File: config.mk
export PLATFORM = sky130hd
export DESIGN_NAME = uart_tx_arbiter
export DESIGN_NICKNAME = d
export VERILOG_FILES = /design/src/rtl/uart_pkg.sv /design/src/rtl/uart_tx_arbiter_rr_pick.sv /design/src/rtl/uart_tx_arbiter.sv
export SDC_FILE = /design/constraint.sdc
export NUM_CORES = 1
export LEC_CHECK = 0
export ABC_AREA = 0
export CAP_MARGIN = 20
export CORE_UTILIZATION = 30
export CTS_CLUSTER_SIZE = 25
export DETAILED_ROUTE_END_ITERATION = 8
export PLACE_DENSITY = 0.67
export REMOVE_ABC_BUFFERS = 1
export SLEW_MARGIN = 30
export SYNTH_ARGS = -nofsm -noshare
export SYNTH_HDL_FRONTEND = slang
export SYNTH_SLANG_ARGS = --single-unit
File: constraint.sdc
create_clock -name Clk -period 2.2 [get_ports Clk]
set_input_delay 0.33 -clock Clk [delete_from_list [all_inputs] [get_ports Clk]]
set_output_delay 0.33 -clock Clk [all_outputs]
set_load 0.01 [all_outputs]
File: src/rtl/uart_pkg.sv
// Shared types and constants for the UART transmit arbiter.
package uart_pkg;

    typedef enum logic [1:0] {
        IDLE    = 2'd0,
        GRANT   = 2'd1,
        SEND    = 2'd2,
        RELEASE = 2'd3
    } arb_state_e;

    localparam int         UART_DATA_W = 8;
    localparam logic [3:0] NBITS_MIN   = 4'd5;
    localparam logic [3:0] NBITS_MAX   = 4'd8;

    function automatic logic nbits_legal(input logic [3:0] nbits);
        return (nbits >= NBITS_MIN) && (nbits <= NBITS_MAX);
    endfunction

endpackage

File: src/rtl/uart_tx_arbiter_rr_pick.sv
// Combinational round-robin picker: first valid requester at or above ptr_i, wrapping.
module rr_pick
    import uart_pkg::*;
#(
    parameter int NUM_REQ = 4,
    parameter int IDW     = $clog2(NUM_REQ)
) (
    input  logic [NUM_REQ-1:0] req_valid_i,
    input  logic [IDW-1:0]     ptr_i,
    output logic [NUM_REQ-1:0] grant_o,
    output logic [IDW-1:0]     idx_o
);

    logic found_s;

    // Scan NUM_REQ candidates starting at the pointer; the first hit wins.
    always_comb begin
        grant_o = '0;
        idx_o   = '0;
        found_s = 1'b0;
        for (int k = 0; k < NUM_REQ; k++) begin
            logic [IDW:0]   sum;
            logic [IDW-1:0] cand;
            logic           hit;
            sum  = {1'b0, ptr_i} + (IDW+1)'(k);
            cand = (sum >= (IDW+1)'(NUM_REQ)) ? IDW'(sum - (IDW+1)'(NUM_REQ)) : IDW'(sum);
            hit  = !found_s && req_valid_i[cand];
            grant_o[cand] = hit;
            idx_o   = hit ? cand : idx_o;
            found_s = found_s | hit;
        end
    end

endmodule

File: src/rtl/uart_tx_arbiter.sv
// Round-robin owner of the shared UART transmitter, with a Tick-based watchdog
// that aborts frames the transmitter never completes.
module uart_tx_arbiter
    import uart_pkg::*;
#(
    parameter int NUM_REQ       = 4,
    parameter int TIMEOUT_TICKS = 192,
    parameter int DEF_NBITS     = 8
) (
    input  logic                           Clk,
    input  logic                           Rst,
    input  logic [NUM_REQ-1:0]             ReqValid,
    input  logic [NUM_REQ*UART_DATA_W-1:0] ReqData,
    output logic [NUM_REQ-1:0]             ReqReady,
    input  logic [3:0]                     CfgNBits,
    input  logic                           Tick,
    input  logic                           TxDone,
    output logic                           TxEn,
    output logic [UART_DATA_W-1:0]         TxData,
    output logic [3:0]                     NBits,
    output logic                           Busy,
    output logic [$clog2(NUM_REQ)-1:0]     GrantId,
    output logic                           TimeoutErr
);

    localparam int IDW = $clog2(NUM_REQ);
    localparam int WDW = $clog2(TIMEOUT_TICKS);

    arb_state_e             state_q;
    logic [NUM_REQ-1:0]     req_ready_q;
    logic                   tx_en_q;
    logic [UART_DATA_W-1:0] tx_data_q;
    logic [3:0]             nbits_q;
    logic                   busy_q;
    logic [IDW-1:0]         grant_id_q;
    logic                   timeout_err_q;
    logic [IDW-1:0]         ptr_q;
    logic [WDW-1:0]         wdog_q;

    logic [NUM_REQ-1:0]     pick_grant_s;
    logic [IDW-1:0]         pick_idx_s;
    logic [3:0]             nbits_s;
    logic [IDW-1:0]         ptr_next_s;
    logic [UART_DATA_W-1:0] req_bytes_s [NUM_REQ];

    for (genvar g = 0; g < NUM_REQ; g++) begin : g_bytes
        assign req_bytes_s[g] = ReqData[g*UART_DATA_W +: UART_DATA_W];
    end

    rr_pick #(
        .NUM_REQ (NUM_REQ),
        .IDW     (IDW)
    ) u_pick (
        .req_valid_i (ReqValid),
        .ptr_i       (ptr_q),
        .grant_o     (pick_grant_s),
        .idx_o       (pick_idx_s)
    );

    assign nbits_s    = nbits_legal(CfgNBits) ? CfgNBits : 4'(DEF_NBITS);
    assign ptr_next_s = (grant_id_q == IDW'(NUM_REQ-1)) ? '0 : grant_id_q + IDW'(1);

    // Arbitration FSM with all outputs registered.
    always_ff @(posedge Clk) begin
        if (Rst) begin
            state_q       <= IDLE;
            req_ready_q   <= '0;
            tx_en_q       <= 1'b0;
            tx_data_q     <= '0;
            nbits_q       <= 4'(DEF_NBITS);
            busy_q        <= 1'b0;
            grant_id_q    <= '0;
            timeout_err_q <= 1'b0;
            ptr_q         <= '0;
            wdog_q        <= '0;
        end else begin
            req_ready_q   <= '0;
            timeout_err_q <= 1'b0;
            case (state_q)
                IDLE: begin
                    if (|ReqValid) begin
                        req_ready_q <= pick_grant_s;
                        grant_id_q  <= pick_idx_s;
                        busy_q      <= 1'b1;
                        state_q     <= GRANT;
                    end
                end
                GRANT: begin
                    tx_data_q <= req_bytes_s[grant_id_q];
                    nbits_q   <= nbits_s;
                    wdog_q    <= '0;
                    tx_en_q   <= 1'b1;
                    state_q   <= SEND;
                end
                SEND: begin
                    // A completion in the same cycle as the final Tick is not an abort.
                    if (TxDone) begin
                        tx_en_q <= 1'b0;
                        state_q <= RELEASE;
                    end else if (Tick) begin
                        if (wdog_q == WDW'(TIMEOUT_TICKS-1)) begin
                            timeout_err_q <= 1'b1;
                            tx_en_q       <= 1'b0;
                            state_q       <= RELEASE;
                        end else begin
                            wdog_q <= wdog_q + WDW'(1);
                        end
                    end
                end
                RELEASE: begin
                    ptr_q   <= ptr_next_s;
                    busy_q  <= 1'b0;
                    state_q <= IDLE;
                end
                default: begin
                    tx_en_q <= 1'b0;
                    busy_q  <= 1'b0;
                    state_q <= IDLE;
                end
            endcase
        end
    end

    assign ReqReady   = req_ready_q;
    assign TxEn       = tx_en_q;
    assign TxData     = tx_data_q;
    assign NBits      = nbits_q;
    assign Busy       = busy_q;
    assign GrantId    = grant_id_q;
    assign TimeoutErr = timeout_err_q;

endmodule
==> results.json, run 1 <==
{
  "run_status": "complete, no violations",
  "routabilityCongestion": 0.773,
  "synth_ff_type": "dfxtp_1",
  "cts_hold_buf": 0,
  "critPathKind": "reg -> reg",
  "grt.total_usage_pct": 14.8,
  "grt_start_max_net_pins": 23,
  "ant_nets": 0,
  "wl_met2_um": 2520,
  "drive_gt1_share_pct": 13.4,
  "finalPower_uw": 2610,
  "synthTopCellsByArea": "dfxtp_1 (31%), mux4_2 (11%), ha_1 (8.3%)",
  "clock-sinks": 33,
  "p_leak_uw": 0.00108,
  "numPortBuffers": 64,
  "area_delta_synth_final_pct": 42.9,
  "dr.max_layer_used": "met4",
  "setup_viol": 0,
  "hpwl_um": 4020,
  "clk_pin_slew_ns": 0.06,
  "insertedDiodeCount": 0,
  "tightestPinTransition_ns": 0.561,
  "start_kind": "flip-flop",
  "hold_class": "reg -> reg",
  "maxCapViolCount": 0,
  "synth_top_cell_by_area": "dfxtp_1",
  "slew_headroom_pct": 62.6,
  "wl_um": 5130,
  "antenna_found_initial": 0,
  "worst_slack_ns": 0.160,
  "powerDensity_nw_per_um2": 863,
  "yosysSeqAreaShare_pct": 31.3,
  "post_cts_buffers": 0,
  "finalMaxSlewViolations": 0,
  "post-route-drc-count": 0,
  "cts_buffer_depth": 2,
  "fin_nets": 350,
  "grt_pass1_vias": 1858,
  "arrival_ns": 2.23,
  "wl_met1_um": 2270,
  "routed-wl-met3_um": 266,
  "start_util_pct": 31.1,
  "period_share_pct": 92.7,
  "synth_top_cell_area_share_pct": 31.3,
  "core-area_um2": 6790,
  "grt_pass1_wl_um": 8720,
  "synth_cells": 216,
  "ir_worst_vdd_v": 0.000287,
  "fin_skew_ns": 0.00532,
  "required_ns": 2.39,
  "fmax_mhz": 490,
  "synth_area_um2": 2110,
  "overflow": 0,
  "num_vias": 1896,
  "finalHoldViolations": 0,
  "rows": 30,
  "rsz0062_at_grt": "no",
  "pin_count": 65,
  "fin_crit_ns": 2.04,
  "synth_cell_types": 49,
  "synth_edf_count": 0,
  "yosys_warnings": 0,
  "end_kind": "flip-flop",
  "htree_levels": 2,
  "fin_util_pct": 44.4,
  "async_flop_share_pct": 0,
  "chipHeight_um": 85.9,
  "cp_max_fo": 4,
  "firstDrtPassIters": 4,
  "pre_cts_ws_ns": 0.0424,
  "cts_tree": "done",
  "avgSynthCellArea_um2": 9.78,
  "post_cts_resized": 0,
  "vias_per_cell": 4.89,
  "cts_buffers": 5,
  "root_buffer": "clkbuf_8",
  "clk_latency_ns": 0.28,
  "drt_iter0_drc": 60,
  "synth-seq-cells": 33,
  "die_w_um": 85.9,
  "routedWlPerCell_um": 13.2,
  "die_area_um2": 7380
}
report_power, final:
part / total (uW) / internal, uW / switching [uW]
sequential: 820 / 733 / 87.8
combinational: 1340 / 725 / 614
clock: 448 / 248 / 200
per-layer routing:
layer	vias up	GRT usage, %
met5	-	0
met4	0	5.91
met3	5	2.41
met2	50	26.3
met1	881	17.8
li1	960	-
synth_stat cells (3+ instances only):
cell	number
a211o_1	5
a211oi_1	3
a21oi_1	10
a221oi_1	3
a22oi_1	4
a31oi_1	7
and3_1	3
clkbuf_1	3
dfxtp_1	33
ha_1	14
inv_1	9
mux2i_1	12
mux4_2	10
nand2_1	11
nand2b_1	5
nand3_1	6
nand3b_1	10
nor2_1	17
nor2b_1	6
o21ai_0	7
or3_1	4
cell usage in the layout (no fill, tap or decap), types with 3 or more instances in the layout:
cell,instances
a221oi_1,3
nand2b_1,5
a22oi_1,4
a211o_1,5
and3_1,3
dfxtp_1,33
a31oi_1,7
nand3_1,6
mux2i_1,12
a211oi_1,3
a21oi_1,10
buf_4,14
nor2_1,17
mux4_2,10
ha_1,14
nand3b_1,10
clkbuf_8,6
inv_1,9
o21ai_0,7
clkdlybuf4s50_1,64
nor2b_1,6
or3_1,4
nand2_1,11
metrics by stage:
step	TNS (ns)	std cells	hold slack (ns)	cell area, um2
2_1_floorplan	-0.676	207	0.398	2060
3_3_place_gp	0	381	0.440	2930
3_5_place_dp	0	381	0.443	2930
4_1_cts	0	388	0.458	3010
5_1_grt	0	388	0.478	3020
6_report	0	388	0.452	3020
worst max-delay path, cell delays in order, from the launching register on:
cell      delay (ns)
dfxtp_1         0.35
inv_1           0.10
ha_1            0.32
mux4_2          0.57
a221o_1         0.37
a311oi_2        0.25
kinds of logic after synthesis:
| family | share of synthesized area (%) |
|---|---|
| simple gates | 19.4 |
| buf+inv | 4.03 |
| compound gates | 16.2 |
| flops | 31.3 |
| xor+xnor | 0.415 |
| mux | 20.4 |
| fa+ha+maj | 8.29 |
state kept, by name (all words and copies together) (netlist names):
register,flops
Busy,1
GrantId,2
NBits,4
ReqReady,4
TimeoutErr,1
TxData,8
TxEn,1
ptr_q,2
state_q,2
wdog_q,8
layout make-up:
type	instances	area [um2]
multi-input cells	165	1370
fillers	663	3770
well taps	96	120
clock buffers	7	86.3
flip-flops and latches	33	661
repair buffers	78	746
inverters	9	33.8
path summary, 6_finish.rpt:
check	startpoint	end	slack, ns	cells after the start
max	ptr_q[0]	GrantId[1]	0.16	5
min	NBits[2]	NBits[2]	0.45	1
max reg2reg	ptr_q[0]	GrantId[1]	0.16	5
min reg2reg	NBits[2]	NBits[2]	0.45	1
No activity file was read; power rests on OpenSTA's default activity.
==> run 2, diff against run 1 <==
--- a/config.mk
+++ b/config.mk
@@ -10,7 +10,6 @@
 export CORE_UTILIZATION = 30
 export CTS_CLUSTER_SIZE = 25
 export DETAILED_ROUTE_END_ITERATION = 8
-export PLACE_DENSITY = 0.67
 export REMOVE_ABC_BUFFERS = 1
 export SLEW_MARGIN = 30
 export SYNTH_ARGS = -nofsm -noshare
==> results.json, run 2 (same netlist as run 1, synthesis figures left out) <==
{
  "area_delta_synth_final_pct": 43.3,
  "critPathKind": "reg -> reg",
  "crit_chain": "inv_1 -> ha_1 -> mux4_2 -> a221o_1 -> a311oi_2",
  "firstDrtPassIters": 4,
  "pin_count": 65,
  "post_cts_resized": 0,
  "p_comb_share_pct": 51.6,
  "required_ns": 2.39,
  "finalMaxSlewViolations": 0,
  "setup_viol": 0,
  "powerDensity_nw_per_um2": 866,
  "wl_um": 5150,
  "worst-path-buf-inv": 1,
  "mostFrequentLayoutCells": "clkdlybuf4s50_1 (64), dfxtp_1 (33), nor2_1 (17)",
  "fmax_mhz": 493,
  "grtUsageMet3_pct": 3.37,
  "start_util_pct": 31.1,
  "grt.busiest_layer": "met2",
  "start_kind": "flip-flop",
  "worstReg2RegStart": "ptr_q[0]",
  "drive_gt1_share_pct": 13.9,
  "clkPwrFrac_pct": 17.3,
  "fin_skew_ns": 0.00546,
  "arrival_ns": 2.21,
  "end_kind": "flip-flop",
  "insertedDiodeCount": 0,
  "hold_class": "reg -> reg",
  "placed_cells": 383,
  "drt_iter0_drc": 46,
  "post_cts_buffers": 0,
  "fill_cells": 687,
  "cts_buffers": 5,
  "run_status": "complete, no violations",
  "post-route-drc-count": 0,
  "fin_crit_ns": 2.03,
  "numPortBuffers": 64,
  "pre_cts_ws_ns": 0.0449,
  "fin_nets": 352,
  "num_vias": 1904,
  "cts_tree": "done",
  "slowest_stage": "mux4_2",
  "maxCapViolCount": 0,
  "ir_worst_vdd_v": 0.000281,
  "finalNonFillerCells": 390,
  "routedWlPerCell_um": 13.2,
  "grt_pass1_wl_um": 8560,
  "p_leak_uw": 0.00109,
  "use_met2_pct": 26.2,
  "finalHoldViolations": 0,
  "use_met1_pct": 17.2,
  "clk_pin_slew_ns": 0.07,
  "cts_buffer_depth": 2,
  "switchingPower_uw": 913,
  "tightestPinTransition_ns": 0.584,
  "grt_pass1_vias": 1807,
  "antenna_found_initial": 0,
  "worst_slack_ns": 0.173,
  "grt.total_usage_pct": 14.6,
  "grt_start_max_net_pins": 15,
  "cts_hold_buf": 0,
  "rows": 30,
  "power.internal_uw": 1710,
  "ant_nets": 0,
  "chipHeight_um": 85.9,
  "rsz0062_at_grt": "no",
  "core-area_um2": 6790,
  "cp_max_fo": 4,
  "crit_start": "ptr_q[0]",
  "swShare_pct": 34.8,
  "clk_latency_ns": 0.28,
  "overflow": 0,
  "die_w_um": 85.9,
  "hpwl_um": 4030,
  "layout_commonest_cell": "clkdlybuf4s50_1",
  "vias_per_cell": 4.88,
  "routabilityCongestion": 0.765,
  "crit_family": "compound AO/OA/AOI/OAI gates",
  "slew_headroom_pct": 61.0,
  "max_stage_delay_ns": 0.55,
  "htree_levels": 2,
  "fin_util_pct": 44.6,
  "hp-start": "NBits[2]",
  "period_share_pct": 92.1,
  "die_area_um2": 7380,
  "clock-sinks": 33,
  "root_buffer": "clkbuf_8",
  "seq_power_share_pct": 31.1
}
run 2: cell count changes in the layout (fill, tap and decap cells not counted):
cell	previous run	this run
nor2_4	1	0
nor2_2	0	1
buf_4	14	16
run 2: layer usage:
layer | routed length [um] | part of all wire [%]
met5 | 0 | 0
met3 | 254 | 4.9
met1 | 2360 | 46
met4 | 63 | 1.2
met2 | 2470 | 48
run 2: through the flow:
stage / total power, uW / hold WS, ns / cell area, um2 / TNS, ns
floorplan: 1610 / 0.398 / 2060 / -0.676
global placement: 2180 / 0.441 / 2940 / 0
detailed placement: 2200 / 0.445 / 2940 / 0
CTS: 2660 / 0.460 / 3030 / 0
global route: 2830 / 0.485 / 3030 / 0
finish: 2620 / 0.454 / 3030 / 0
run 2: worst paths after layout:
check / cells after the start / slack, ns / end
hold / removal: 1 / 0.45 / NBits[2]
setup / recovery: 5 / 0.17 / GrantId[1]
setup reg to reg: 5 / 0.17 / GrantId[1]
hold reg to reg: 1 / 0.45 / NBits[2]
run 2: power by group through the flow:
| stage | combinational (uW) | clock [uW] | sequential, uW |
|---|---|---|---|
| detailed placement | 1360 | 0 | 833 |
| global route | 1490 | 504 | 837 |
| floorplan | 700 | 0 | 914 |
| CTS | 1370 | 473 | 821 |
| global placement | 1350 | 0 | 830 |
| finish | 1350 | 453 | 816 |
run 2: area by class of cell:
type / count / area [um2] / area share, %
Tap cell: 96 / 120 / 3.97
Sequential cell: 33 / 661 / 21.8
Timing Repair Buffer: 80 / 761 / 25.1
Clock buffer: 7 / 86.3 / 2.85
Multi-Input combinational cell: 165 / 1370 / 45.1
Inverter: 9 / 33.8 / 1.12
